File: src/rtl/mem_access_unit.sv
`default_nettype none
// ============================================================================
//  Module   : mem_access_unit
//  Purpose  : MEM-stage data-memory access controller. Turns load/store
//             control plus the ALU byte address into a req/ack bus
//             transaction, aligns and extends load data, reports faults and
//             stalls the pipeline until the access has completed.
//  Revision : 1.0  initial release
// ----------------------------------------------------------------------------
//  Ports
//    clk, reset        : rising-edge clock, asynchronous active-high reset
//    mem_read_in       : load request from EX/MEM
//    mem_write_in      : store request from EX/MEM (wins over mem_read_in)
//    funct3_in         : RV32I load/store funct3 (size / sign)
//    addr_in           : byte address
//    store_data_in     : store data (rs2)
//    dmem_req/we/addr/wdata/be : registered bus request, held while BUSY
//    dmem_rdata, dmem_ack      : bus read data and one-cycle completion
//    read_data_out     : extended load result (0 after a store or fault)
//    stall_out         : hold the front of the pipeline
//    done_out          : one-cycle completion pulse
//    err_out           : 0 none, 1 misaligned, 2 illegal funct3, 3 timeout
// ============================================================================
module mem_access_unit #(
  parameter int TIMEOUT_CYCLES = 255,
  parameter int CNT_W          = 8
) (
  input  logic        clk,
  input  logic        reset,
  input  logic        mem_read_in,
  input  logic        mem_write_in,
  input  logic [2:0]  funct3_in,
  input  logic [31:0] addr_in,
  input  logic [31:0] store_data_in,
  output logic        dmem_req,
  output logic        dmem_we,
  output logic [31:0] dmem_addr,
  output logic [31:0] dmem_wdata,
  output logic [3:0]  dmem_be,
  input  logic [31:0] dmem_rdata,
  input  logic        dmem_ack,
  output logic [31:0] read_data_out,
  output logic        stall_out,
  output logic        done_out,
  output logic [1:0]  err_out
);

  typedef enum logic [1:0] {
    S_IDLE = 2'd0,
    S_BUSY = 2'd1,
    S_DONE = 2'd2
  } state_t;

  localparam logic [CNT_W-1:0] C_CNT_LAST = CNT_W'(TIMEOUT_CYCLES - 1);

  state_t      state_q, state_d;
  logic        req_q, req_d;
  logic        we_q, we_d;
  logic [31:0] addr_q, addr_d;
  logic [31:0] wdata_q, wdata_d;
  logic [3:0]  be_q, be_d;
  logic [31:0] rdata_q, rdata_d;
  logic [1:0]  err_q, err_d;
  logic [CNT_W-1:0] cnt_q, cnt_d;
  logic [2:0]  f3_q, f3_d;
  logic [1:0]  lane_q, lane_d;

  // --------------------------------------------------------------------------
  // Request decode (from EX/MEM inputs)
  // --------------------------------------------------------------------------
  logic        w_mem_op;
  logic        w_legal;
  logic        w_misaligned;
  logic [3:0]  w_be;
  logic [31:0] w_wdata;

  assign w_mem_op = mem_read_in | mem_write_in;

  always_comb begin
    w_legal = 1'b0;
    case (funct3_in)
      3'b000, 3'b001, 3'b010: w_legal = 1'b1;
      3'b100, 3'b101:         w_legal = ~mem_write_in;  // unsigned forms are load-only
      default:                w_legal = 1'b0;
    endcase
  end

  assign w_misaligned = ((funct3_in[1:0] == 2'b01) &  addr_in[0]) |
                        ((funct3_in[1:0] == 2'b10) & |addr_in[1:0]);

  always_comb begin
    w_be    = 4'b1111;
    w_wdata = store_data_in;
    case (funct3_in[1:0])
      2'b00: begin
        w_be    = 4'b0001 << addr_in[1:0];
        w_wdata = {4{store_data_in[7:0]}};
      end
      2'b01: begin
        w_be    = addr_in[1] ? 4'b1100 : 4'b0011;
        w_wdata = {2{store_data_in[15:0]}};
      end
      default: begin
        w_be    = 4'b1111;
        w_wdata = store_data_in;
      end
    endcase
  end

  // --------------------------------------------------------------------------
  // Load extraction using the lane and size latched at request time
  // --------------------------------------------------------------------------
  logic [7:0]  w_byte;
  logic [15:0] w_half;
  logic [31:0] w_load;

  always_comb begin
    w_byte = dmem_rdata[7:0];
    case (lane_q)
      2'd0:    w_byte = dmem_rdata[7:0];
      2'd1:    w_byte = dmem_rdata[15:8];
      2'd2:    w_byte = dmem_rdata[23:16];
      default: w_byte = dmem_rdata[31:24];
    endcase
  end

  assign w_half = lane_q[1] ? dmem_rdata[31:16] : dmem_rdata[15:0];

  always_comb begin
    w_load = dmem_rdata;
    case (f3_q)
      3'b000:  w_load = {{24{w_byte[7]}}, w_byte};
      3'b001:  w_load = {{16{w_half[15]}}, w_half};
      3'b100:  w_load = {24'd0, w_byte};
      3'b101:  w_load = {16'd0, w_half};
      default: w_load = dmem_rdata;
    endcase
  end

  // --------------------------------------------------------------------------
  // Next-state logic
  // --------------------------------------------------------------------------
  always_comb begin
    state_d = state_q;
    req_d   = req_q;
    we_d    = we_q;
    addr_d  = addr_q;
    wdata_d = wdata_q;
    be_d    = be_q;
    rdata_d = rdata_q;
    err_d   = err_q;
    cnt_d   = cnt_q;
    f3_d    = f3_q;
    lane_d  = lane_q;

    case (state_q)
      S_IDLE: begin
        if (w_mem_op) begin
          if (!w_legal) begin
            err_d   = 2'd2;
            rdata_d = 32'd0;
            state_d = S_DONE;
          end else if (w_misaligned) begin
            err_d   = 2'd1;
            rdata_d = 32'd0;
            state_d = S_DONE;
          end else begin
            req_d   = 1'b1;
            we_d    = mem_write_in;
            addr_d  = {addr_in[31:2], 2'b00};
            wdata_d = w_wdata;
            be_d    = w_be;
            f3_d    = funct3_in;
            lane_d  = addr_in[1:0];
            cnt_d   = '0;
            state_d = S_BUSY;
          end
        end
      end

      S_BUSY: begin
        // An ack in the final timeout cycle still completes the access.
        if (dmem_ack) begin
          req_d   = 1'b0;
          rdata_d = we_q ? 32'd0 : w_load;
          err_d   = 2'd0;
          state_d = S_DONE;
        end else if (cnt_q == C_CNT_LAST) begin
          req_d   = 1'b0;
          rdata_d = 32'd0;
          err_d   = 2'd3;
          state_d = S_DONE;
        end else begin
          cnt_d   = cnt_q + 1'b1;
        end
      end

      S_DONE: begin
        state_d = S_IDLE;
      end

      default: begin
        state_d = S_IDLE;
      end
    endcase
  end

  always_ff @(posedge clk or posedge reset) begin
    if (reset) begin
      state_q <= S_IDLE;
      req_q   <= 1'b0;
      we_q    <= 1'b0;
      addr_q  <= 32'd0;
      wdata_q <= 32'd0;
      be_q    <= 4'd0;
      rdata_q <= 32'd0;
      err_q   <= 2'd0;
      cnt_q   <= '0;
      f3_q    <= 3'd0;
      lane_q  <= 2'd0;
    end else begin
      state_q <= state_d;
      req_q   <= req_d;
      we_q    <= we_d;
      addr_q  <= addr_d;
      wdata_q <= wdata_d;
      be_q    <= be_d;
      rdata_q <= rdata_d;
      err_q   <= err_d;
      cnt_q   <= cnt_d;
      f3_q    <= f3_d;
      lane_q  <= lane_d;
    end
  end

  assign dmem_req      = req_q;
  assign dmem_we       = we_q;
  assign dmem_addr     = addr_q;
  assign dmem_wdata    = wdata_q;
  assign dmem_be       = be_q;
  assign read_data_out = rdata_q;
  assign err_out       = err_q;
  assign done_out      = (state_q == S_DONE);
  assign stall_out     = ((state_q == S_IDLE) & w_mem_op) | (state_q == S_BUSY);

endmodule
`default_nettype wire

File: config.mk
export PLATFORM = sky130hd
export DESIGN_NAME = mem_access_unit
export DESIGN_NICKNAME = d
export VERILOG_FILES = /design/src/rtl/mem_access_unit.sv
export SDC_FILE = /design/constraint.sdc
export NUM_CORES = 1
export LEC_CHECK = 0
export CAP_MARGIN = 15
export CORE_ASPECT_RATIO = 0.9
export CORE_UTILIZATION = 40
export DETAILED_ROUTE_END_ITERATION = 6
export PLACE_DENSITY = 0.81
export SYNTH_ARGS = -nofsm -noshare
export SYNTH_HDL_FRONTEND = slang
export SYNTH_SLANG_ARGS = --single-unit
File: constraint.sdc
create_clock -name clk -period 5.05 [get_ports clk]
set_input_delay 0.505 -clock clk [delete_from_list [all_inputs] [get_ports clk]]
set_output_delay 0.505 -clock clk [all_outputs]
set_load 0.05 [all_outputs]
# Word-level counts from Yosys, hierarchy flattened
# Cells that the tools add are included.
# Widths: inputs -> output; s select.
totals:
  register_bits: 117
  output_inout_bits: 106
  elab_cells: 94
op_classes:
  add_sub_neg: 1
  eq_ne: 21
  shifts: 1
  muxes: 38
  bitwise: 8
  n_reduce_logical: 14
ops:
  columns: ["cell", "n"]
  rows:
  - ["$mux 32", 6]
  - ["$pmux 32 s2", 2]
  - ["$pmux 32 s4", 1]
  - ["$mux 8", 5]
  - ["$pmux 8 s3", 1]
  - ["$mux 2", 10]
  - ["$mux 16", 1]
  - ["$pmux 8 s2", 1]
  - ["$eq 3x3->1 const B", 4]
  - ["$ne 2x2->1 const B", 5]
  - ["$add 8x1->8 const B", 1]
  - ["$eq 8x8->1 const B", 1]
  - ["$pmux 2 s2", 2]
  - ["$pmux 4 s2", 1]
  - ["$reduce_and 4->1", 2]
  - ["$eq 2x1->1 const B", 3]
  - ["$eq 2x2->1 const B", 3]
  - ["$eq 3x1->1 const B", 2]
  - ["$logic_not 2->1", 3]
  - ["$logic_not 3->1", 2]
  - ["$ne 3x3->1 const B", 2]
  - ["$reduce_and 6->1", 1]
  - ["$mux 1", 5]
  - ["$reduce_and 5->1", 1]
  - ["other kinds (11)", 18]

# Logic depth before layout (Yosys ltp)
# Gate-level depths: netlist of run 1.
depth:
  depth_word: 7
  ltp_mapped: 7
  ltp_nobuf: 6

# Worst setup path after synthesis of run 1
# OpenSTA, ideal clock, no wires.
synth_path:
  kind: "input -> register"
  from: "input funct3_in[0]"
  to: "register addr_q[31] (netlist: dmem_addr[31])"
  arrival_ps: 2099
  setup_slack_ps: 2823
  stages: 7
  n_path_buf: 3
  path_cell_list: "clkbuf_1 xor2_1 a2111o_1 nor2_4 buf_6 buf_8 mux2_1"
synth_via:
  elab_chain_cells: 5
synth_rtl:
  columns: ["element", "line_no", "source"]
  rows:
  - ["start, declared", "32", "input logic [2:0] funct3_in,"]
  - ["parallel branches: the longest is 4 deep, another holds $eq 3x1->1", null, null]
  - ["$reduce_and 4->1 (no line) (*)", null, null]
  - ["end signal, assigned", "225", "addr_q <= addr_d;"]
  - ["end, declared", "59", "logic [31:0] addr_q, addr_d;"]
# Every way passes the cells marked *.
# A chain may end at the register's enable or synchronous reset.

# Final worst setup path of run 1
layout_path:
  from: "input funct3_in[0]"
  to: "register wdata_q[31] (netlist: dmem_wdata[31])"
layout_via:
  elab_chain_cells: 5
layout_rtl:
  columns: ["element", "line_no", "source"]
  rows:
  - ["parallel branches: the longest is 5 deep, another holds $reduce_and 4->1", null, null]
  - ["end signal, assigned", "226", "wdata_q <= wdata_d;"]
  - ["end, declared", "60", "logic [31:0] wdata_q, wdata_d;"]
# Several ways; the timed one is not identified.

==> results of run 1 <==
==> through the flow <==
| step | util [%] | setup WS (ns) | area, µm² |
|---|---|---|---|
| floorplan | - | 1.444 | 5574 |
| global placement | 57.57 | 1.716 | 7750 |
| detailed placement | 57.57 | 1.650 | 7750 |
| CTS | 61.68 | 2.079 | 8304 |
| global route | 61.68 | 1.930 | 8304 |
| finish | 61.68 | 2.087 | 8304 |
==> sequential cells by signal, summed over array words and instances (netlist names), 2 cells and up <==
signal	flops
cnt_q	8
dmem_addr	30
dmem_be	4
dmem_wdata	32
err_out	2
f3_q	3
lane_q	2
read_data_out	32
state_q	2
==> layout by cell type (no fill, tap or decap), types with 3 or more instances in the layout <==
master	Yosys	layout
inv_1	13	12
buf_4	7	4
nand2_1	21	21
mux2_1	12	12
o2bb2ai_1	8	8
o21bai_1	5	5
xor2_1	4	4
clkbuf_8	0	3
a32o_1	15	15
a221oi_1	8	8
clkbuf_16	0	17
nand3_1	4	4
nor2_1	11	11
o211ai_1	3	3
mux2i_1	17	17
dfrtp_1	117	117
a21oi_1	8	8
mux2_2	91	91
clkinv_2	0	7
o21ai_0	15	15
o21a_1	3	3
clkdlybuf4s50_1	0	207
nor2b_1	5	5
nand2b_1	18	18
a21o_1	9	9
==> cells by family (layout without fill, tap and decap cells) <==
kind of cell / Yosys count / after routing
other: 1 / 2
DFF: 117 / 117
AOI/OAI and AO/OA: 81 / 81
muxes: 122 / 122
and+or+nand+nor: 72 / 72
buffers and inverters: 41 / 257
adders and majority gates: 2 / 2
xor gates and xnor gates: 4 / 4
==> area by class of cell <==
cell class,instances,area share (%)
clock inverters,10,0.9643
multi-input cells,283,29.37
flip-flops and latches,117,35.26
clock buffers,22,5.710
inverters,13,0.6177
well taps,168,2.531
repair buffers,212,25.55
==> power groups by stage <==
stage                     clock network, mW  logic, mW  registers (mW)
final                                  1.11       2.80            1.59
after global routing                   1.17       2.92            1.65
after CTS                              1.13       2.82            1.60
after detailed placement                  0       2.81            1.60
after global placement                    0       2.76            1.58
after floorplan                           0      0.754            2.67
==> final timing paths <==
kind	start	endpoint	slack (ns)	cells after the start
max	funct3_in[0]	dmem_wdata[31]	2.09	7
max in group asynchronous	reset	read_data_out[29]	3.31	3
max reg2reg	state_q[1]	err_out[0]	2.61	5
min in group asynchronous	reset	dmem_addr[24]	0.64	2
min reg2reg	dmem_wdata[6]	dmem_wdata[6]	0.48	1
min	dmem_wdata[6]	dmem_wdata[6]	0.48	1
==> metal layers <==
layer / track usage [%] / part of all wire (%) / up-vias
met5: 0 / 0 / -
met4: 8.594 / 1.5 / 0
met3: 8.208 / 7.5 / 20
met2: 36.54 / 51 / 145
met1: 24.42 / 40 / 2164
li1: - / - / 2019
==> worst max-delay path, cell delays in order <==
cell and delay (ns):
clkdlybuf4s50_1 0.45, buf_4 0.25, xor2_1 0.10, a2111o_1 0.54
nor2_4 0.65, buf_12 0.35, mux2_2 0.38
==> summary.txt, run 1 <==
DIE AREA - 14400 µm²
HP Class - reg -> reg
Die W - 126.4 µm
simple-gate share of the synthesized area - 6.828%
cell row count - 40
worst hold slack - 0.4839 ns
non-filler instance count after layout - 825
total wire length - 14850 µm
count of different cell masters after synthesis - 43
switching pwr - 2.449 mW
XOR/XNOR share of the synthesized area - 0.6289%
Post-synth EDFFs - 0
Post-Route Setup TNS - 0 ns
largest family of logic cells by synthesized area - multiplexers
Post-Place Cells - 793
CTS Buf Count - 17
ys async rst share - 100.0%
Syn Std Cell Area - 5570 µm²
core area - 13460 µm²
final period utilization - 58.68%
first-pass GRT wire length - 23800 µm
Clock Sinks - 117
gpl congestion - 0.8377
Fmax - 0.3375 GHz
Clock Tree Root - clkbuf_16
max-cap viol count - 0
complex-gate fraction of the synthesized area - 10.96%
Clock Power Share - 20.2%
Yosys top cell by area - dfrtp_1
Syn Area/Cell - 12.66 µm²
status - finished clean
Starting DRT DRC Count - 259
Clk Latency, worst-skew pair - 0.42 ns
most common cell in the netlist - dfrtp_1
Flop pwr share - 28.9%
mux share of post-synthesis cell area - 24.69%
sequential fraction of the synthesis area - 52.56%
Pwr per Cell Area - 663.5 nW/µm²
minimum clock period - 2.963 ns
Via density - 5.270
initial antenna violation count - 0
clock skew - 0.01289 ns
multi-input logic area - 2439 µm²
setup violators final - 0
Residual DRC - 0
largest net degree at the start of global routing - 78
gr usage total - 21.48%
Hold Vio Cnt, Final - 0
Worst EP arrival - 3.26 ns
vias in the first global route - 4624
clk buf depth - 2
via count - 4348
Reg clk slew, reported paths - 0.05 ns
unrepaired setup endpoints after global routing - no
Syn Inst Count - 440
IO Pins - 210
most common flop cell mapped by yosys - dfrtp_1
CP Class - in -> reg
Setup crit start kind - input port
grt ovf - 0
Layout area overhead - 49.08%
Setup Buffers After CTS - 0
layout cell share with drive strength beyond 1 - 19.94%
post-synth top area share - 52.56%
Yosys warnings - 0
WL per Instance - 18.00 µm
Post-CTS Hold Buffers - 0
Worst slew margin - 20.19%
Sw Ratio - 44.45%
VDD IR-drop max - 0.4657 mV
antenna fix cells - 0
Worst setup EP type - register
Detailed Routing Iterations Pass 1 - 4
Area contributors post-synth - dfrtp_1 (53%), mux2_2 (18%), mux2i_1 (3.1%), a32o_1 (2.7%), mux2_1 (2.4%)
Data required, critical path - 5.35 ns
LEAKAGE - 3.512 nW
Buffers on Ports - 207
nets - 750
Pins Over Slew Limit - 0
total area of sequential cells - 2928 µm²
synthesized flop and latch total - 117
Fill cells - 1040
Int Power - 3.061 mW
DP Wirelength - 10810 µm
CTS tree - yes
worst-margin pin slew - 1.195 ns
Initial Util - 41.38%
Routed Antenna Nets - 0
htree depth - 4
Resized cells post-CTS - 0
combinational share of power - 50.9%
worst-path maximum fanout - 52
Die Span Y - 114.0 µm
total chip power - 5.510 mW
Post-synth top cells - dfrtp_1 (117), mux2_2 (91), nand2_1 (21), nand2b_1 (18), mux2i_1 (17)
adder-cell share of the synthesized area - 0.4492%
No activity file was read; power rests on OpenSTA's default activity.
==> inputs of run 2 (changes only) <==
clock period = 2.9 ns   (was 5.05 ns; I/O delays follow)
==> summary.txt, run 2 (synthesized netlist as in run 1, its figures left out) <==
Routed Antenna Nets - 0 (unchanged)
Worst setup EP type - register
IO Pins - 210 (unchanged)
Resized cells post-CTS - 0 (unchanged)
minimum clock period - 2.205 ns
commonest non-fill, non-tap cell in the layout - clkdlybuf4s50_1
VDD IR-drop max - 0.7554 mV (+62%)
Initial Util - 41.38% (unchanged)
Buffers on Ports - 207 (unchanged)
worst-margin pin slew - 0.8613 ns (-0.3334 ns)
Starting DRT DRC Count - 231 (-11%)
final period utilization - 76.04%
Detailed Routing Iterations Pass 1 - 4 (unchanged)
gpl congestion - 0.8143 (-2.8%)
CP Cell Sequence - clkdlybuf4s50_1, o21a_1, a2111o_1, nor2_4, buf_12, mux2_2
Die Span Y - 114.0 µm (unchanged)
Via density - 5.251 (-0.36%)
cell row count - 40 (unchanged)
HP Class - in -> async
CTS Buf Count - 17 (unchanged)
grt ovf - 0 (unchanged)
Post-CTS Hold Buffers - 0 (unchanged)
CP Class - in -> reg
core area - 13460 µm² (unchanged)
Layout area overhead - 50.88%
Data required, critical path - 3.18 ns (-2.17 ns)
Clock Tree Root - clkbuf_16
status - finished clean
CTS tree - yes
Clk Latency, worst-skew pair - 0.40 ns (-0.02 ns)
LEAKAGE - 3.568 nW (+1.6%)
commonest non-fill, non-tap cells in the layout - clkdlybuf4s50_1 (207), dfrtp_1 (117), mux2_2 (91)
Residual DRC - 0 (unchanged)
crit path max-delay cell type - clkdlybuf4s50_1
clock skew - 0.006971 ns (-0.005923 ns)
worst hold slack - 0.4063 ns (-0.07760 ns)
Hold Vio Cnt, Final - 0 (unchanged)
WL per Instance - 17.57 µm (-2.4%)
via count - 4369 (+0.48%)
unrepaired setup endpoints after global routing - no
Clock Sinks - 117 (unchanged)
layout cell share with drive strength beyond 1 - 20.63% (+0.69 points)
antenna fix cells - 0 (unchanged)
Pwr per Cell Area - 1154 nW/µm² (+74%)
DP Wirelength - 10460 µm (-3.2%)
Post-Route Setup TNS - 0 ns (unchanged)
first-pass GRT wire length - 23740 µm (-0.24%)
Fmax - 0.4535 GHz
Worst slew margin - 42.37% (+22 points)
DIE AREA - 14400 µm² (unchanged)
nets - 759 (+1.2%)
Setup crit start kind - input port
htree depth - 4 (unchanged)
Pins Over Slew Limit - 0 (unchanged)
Worst EP arrival - 2.49 ns (-0.77 ns)
CP peak stage delay - 0.52 ns (-0.13 ns)
max-cap viol count - 0 (unchanged)
clk buf depth - 2 (unchanged)
gr usage total - 21.17% (-0.31 points)
Die W - 126.4 µm (unchanged)
initial antenna violation count - 0 (unchanged)
vias in the first global route - 4688 (+1.4%)
Setup Buffers After CTS - 0 (unchanged)
total wire length - 14620 µm (-1.6%)
setup violators final - 0 (unchanged)
worst-path maximum fanout - 66 (+27%)
Reg clk slew, reported paths - 0.05 ns (about the same)
largest net degree at the start of global routing - 118 (+51%)
-- run 2: metrics by stage --
stage / cells / util (%) / cell area [µm²] / power [mW] / worst slack, ns
2_1_floorplan: 441 / - / 5578 / 5.967 / 0.8391
3_3_place_gp: 801 / 58.11 / 7824 / 7.604 / 0.3495
3_5_place_dp: 801 / 58.11 / 7824 / 7.721 / 0.2938
4_1_cts: 831 / 62.37 / 8397 / 9.769 / 0.6882
5_1_grt: 832 / 62.43 / 8404 / 10.12 / 0.5991
6_report: 832 / 62.43 / 8404 / 9.702 / 0.6947
-- run 2: cell type report --
type,instances,area [µm²]
Clock buffer,27,533.0
Clock inverter,3,40.04
Fill cell,1029,5059
Inverter,13,52.55
Multi-Input combinational cell,283,2439
Sequential cell,117,2928
Tap cell,168,210.2
Timing Repair Buffer,221,2202
-- run 2: worst paths after layout --
path | startpoint | to | slack (ns) | cells after the start
max | funct3_in[1] | dmem_addr[25] | 0.69 | 6
min | reset | state_q[1] | 0.41 | 3
max reg2reg | cnt_q[0] | read_data_out[16] | 0.71 | 7
min reg2reg | dmem_wdata[5] | dmem_wdata[5] | 0.48 | 1
max in group asynchronous | reset | dmem_wdata[0] | 2.01 | 3
min in group clk | dmem_wdata[5] | dmem_wdata[5] | 0.48 | 1
-- run 2: critical path, delay by kind of cell --
| family | cells | cell delay, ns |
|---|---|---|
| muxes | 1 | 0.39 |
| and+or+nand+nor | 1 | 0.17 |
| buffers and inverters | 2 | 0.83 |
| AOI/OAI and AO/OA | 2 | 0.75 |
-- run 2: metal layers --
metal / global-route usage (%) / routed length (µm) / vias up
met4: 8.594 / 326 / 0
met5: 0 / 0 / -
met3: 7.458 / 1166 / 27
met2: 36.61 / 7339 / 172
li1: - / - / 2029
met1: 23.93 / 5786 / 2141
-- run 2: power breakdown --
group | switching [mW] | total (mW) | internal [mW]
sequential | 0.408 | 2.68 | 2.27
combinational | 3.14 | 5.03 | 1.89
clock | 0.672 | 2.00 | 1.32
==> inputs of run 3 (changes only) <==
PLACE_DENSITY = 0.84   (was 0.81)
clock period = 1.85 ns   (was 2.9 ns; I/O delays follow)
==> summary.txt, run 3 (synthesized netlist as in run 1, its figures left out) <==
status - finished clean
Data required, critical path - 2.14 ns (-1.04 ns)
clock skew - 0.008113 ns (+0.001142 ns)
Clock Sinks - 117 (unchanged)
htree depth - 4 (unchanged)
Starting DRT DRC Count - 188 (-19%)
setup violators final - 0 (unchanged)
VDD IR-drop max - 1.330 mV (+76%)
via count - 4519 (+3.4%)
commonest non-fill, non-tap cells in the layout - clkdlybuf4s50_1 (202), dfrtp_1 (117), mux2_2 (91)
total chip power - 15.70 mW (+62%)
CTS tree - yes
layout cell share with drive strength beyond 1 - 24.82% (+4.2 points)
worst-margin pin slew - 0.6342 ns (-0.2271 ns)
grt ovf - 0 (unchanged)
multi-input logic area - 2462 µm² (+0.97%)
commonest non-fill, non-tap cell in the layout - clkdlybuf4s50_1
largest net degree at the start of global routing - 118 (unchanged)
max-cap viol count - 0 (unchanged)
Die W - 126.4 µm (unchanged)
nets - 786 (+3.6%)
combinational share of power - 52.0% (+0.2 points)
Fmax - 0.5512 GHz
vias in the first global route - 4889 (+4.3%)
PnR worst setup slack - 0.03594 ns (-0.6588 ns)
Layout area overhead - 57.01%
Buffers on Ports - 207 (unchanged)
Detailed Routing Iterations Pass 1 - 5 (+1)
Flop pwr share - 26.7% (-0.9 points)
total area of sequential cells - 2928 µm² (unchanged)
Residual DRC - 0 (unchanged)
Fill cells - 973 (-5.4%)
WL per Instance - 18.16 µm (+3.4%)
worst-path maximum fanout - 27 (-59%)
gr usage total - 22.36% (+1.2 points)
utilization after layout - 64.96% (+2.5 points)
Worst slew margin - 57.72% (+15 points)
post-place setup slack - -0.4772 ns (-0.7711 ns)
total wire length - 15640 µm (+7.0%)
initial antenna violation count - 0 (unchanged)
HP Class - in -> async
unrepaired setup endpoints after global routing - no
Clock Tree Root - clkbuf_16
CP Class - in -> reg
final instance area - 8746 µm² (+4.1%)
Sw Ratio - 43.16% (-0.38 points)
Int Power - 8.927 mW (+63%)
Post-Place Cells - 827 (+3.2%)
non-filler instance count after layout - 861 (+3.5%)
Via density - 5.249 (about the same)
first-pass GRT wire length - 24690 µm (+4.0%)
DIE AREA - 14400 µm² (unchanged)
Hold Vio Cnt, Final - 0 (unchanged)
final period utilization - 98.06%
Clk Latency, worst-skew pair - 0.41 ns (about the same)
DP Wirelength - 11130 µm (+6.3%)
cell row count - 40 (unchanged)
Routed Antenna Nets - 0 (unchanged)
IO Pins - 210 (unchanged)
Pwr per Cell Area - 1796 nW/µm² (+56%)
core area - 13460 µm² (unchanged)
LEAKAGE - 3.757 nW (+5.3%)
gpl congestion - 0.8105 (-0.47%)
switching pwr - 6.778 mW (+60%)
CTS Buf Count - 17 (unchanged)
Post-Route Setup TNS - 0 ns (unchanged)
Die Span Y - 114.0 µm (unchanged)
Clock Power Share - 21.3% (+0.7 points)
clk buf depth - 2 (unchanged)
Setup crit start kind - input port
placed inst area - 8066 µm² (+3.1%)
Reg clk slew, reported paths - 0.05 ns (about the same)
minimum clock period - 1.814 ns
Post-CTS Hold Buffers - 0 (unchanged)
Worst setup EP type - register
Worst EP arrival - 2.10 ns (-0.39 ns)
Pins Over Slew Limit - 0 (unchanged)
worst hold slack - 0.3090 ns (-0.09732 ns)
antenna fix cells - 0 (unchanged)
Initial Util - 41.38% (unchanged)
## run 3: area by class of cell
class	count	share of cell area, %
inverter	13	0.6009
clock buffer	23	5.465
sequential	117	33.48
multi-input combinational	283	28.15
tap	168	2.403
clock inverter	9	1.431
timing repair buffer	248	28.47
## run 3: what timing repair did
action,4_1_cts,5_1_grt
pin swaps,1,0
gates resized for setup,5,4
endpoints found under the setup margin,70,58
gates cloned,1,0
setup buffers,1,0
## run 3: critical path: stages
cell,delay (ns)
clkdlybuf4s50_1,0.42
o21a_1,0.21
a2111o_1,0.44
nor2_4,0.14
buf_12,0.15
buf_16,0.18
mux2_2,0.36
## run 3: power groups by stage
| stage | registers (mW) | clock network (mW) | logic (mW) |
|---|---|---|---|
| global route | 4.34 | 3.50 | 8.50 |
| CTS | 4.20 | 3.39 | 8.21 |
| global placement | 4.15 | 0 | 7.98 |
| finish | 4.20 | 3.34 | 8.17 |
| detailed placement | 4.22 | 0 | 8.13 |
| floorplan | 7.30 | 0 | 2.06 |
## run 3: routing by layer
| layer | vias to the layer above | track usage, % | part of all wire [%] | routed length, µm |
|---|---|---|---|---|
| li1 | 2093 | - | - | - |
| met1 | 2215 | 25.62 | 40 | 6303 |
| met2 | 177 | 38.23 | 50 | 7889 |
| met3 | 34 | 7.927 | 6.8 | 1056 |
| met4 | 0 | 9.076 | 2.5 | 390 |
| met5 | - | 0 | 0 | 0 |
## run 3: path summary, 6_finish.rpt
path | end | slack, ns | cells past startpoint | start
max | dmem_addr[25] | 0.04 | 7 | mem_write_in
min | dmem_wdata[3] | 0.31 | 3 | reset
max reg2reg | dmem_addr[25] | 0.09 | 5 | state_q[0]
min reg2reg | read_data_out[8] | 0.48 | 1 | read_data_out[8]
max in group asynchronous | dmem_wdata[1] | 1.06 | 3 | reset
min in group clk | f3_q[0] | 0.31 | 3 | funct3_in[0]
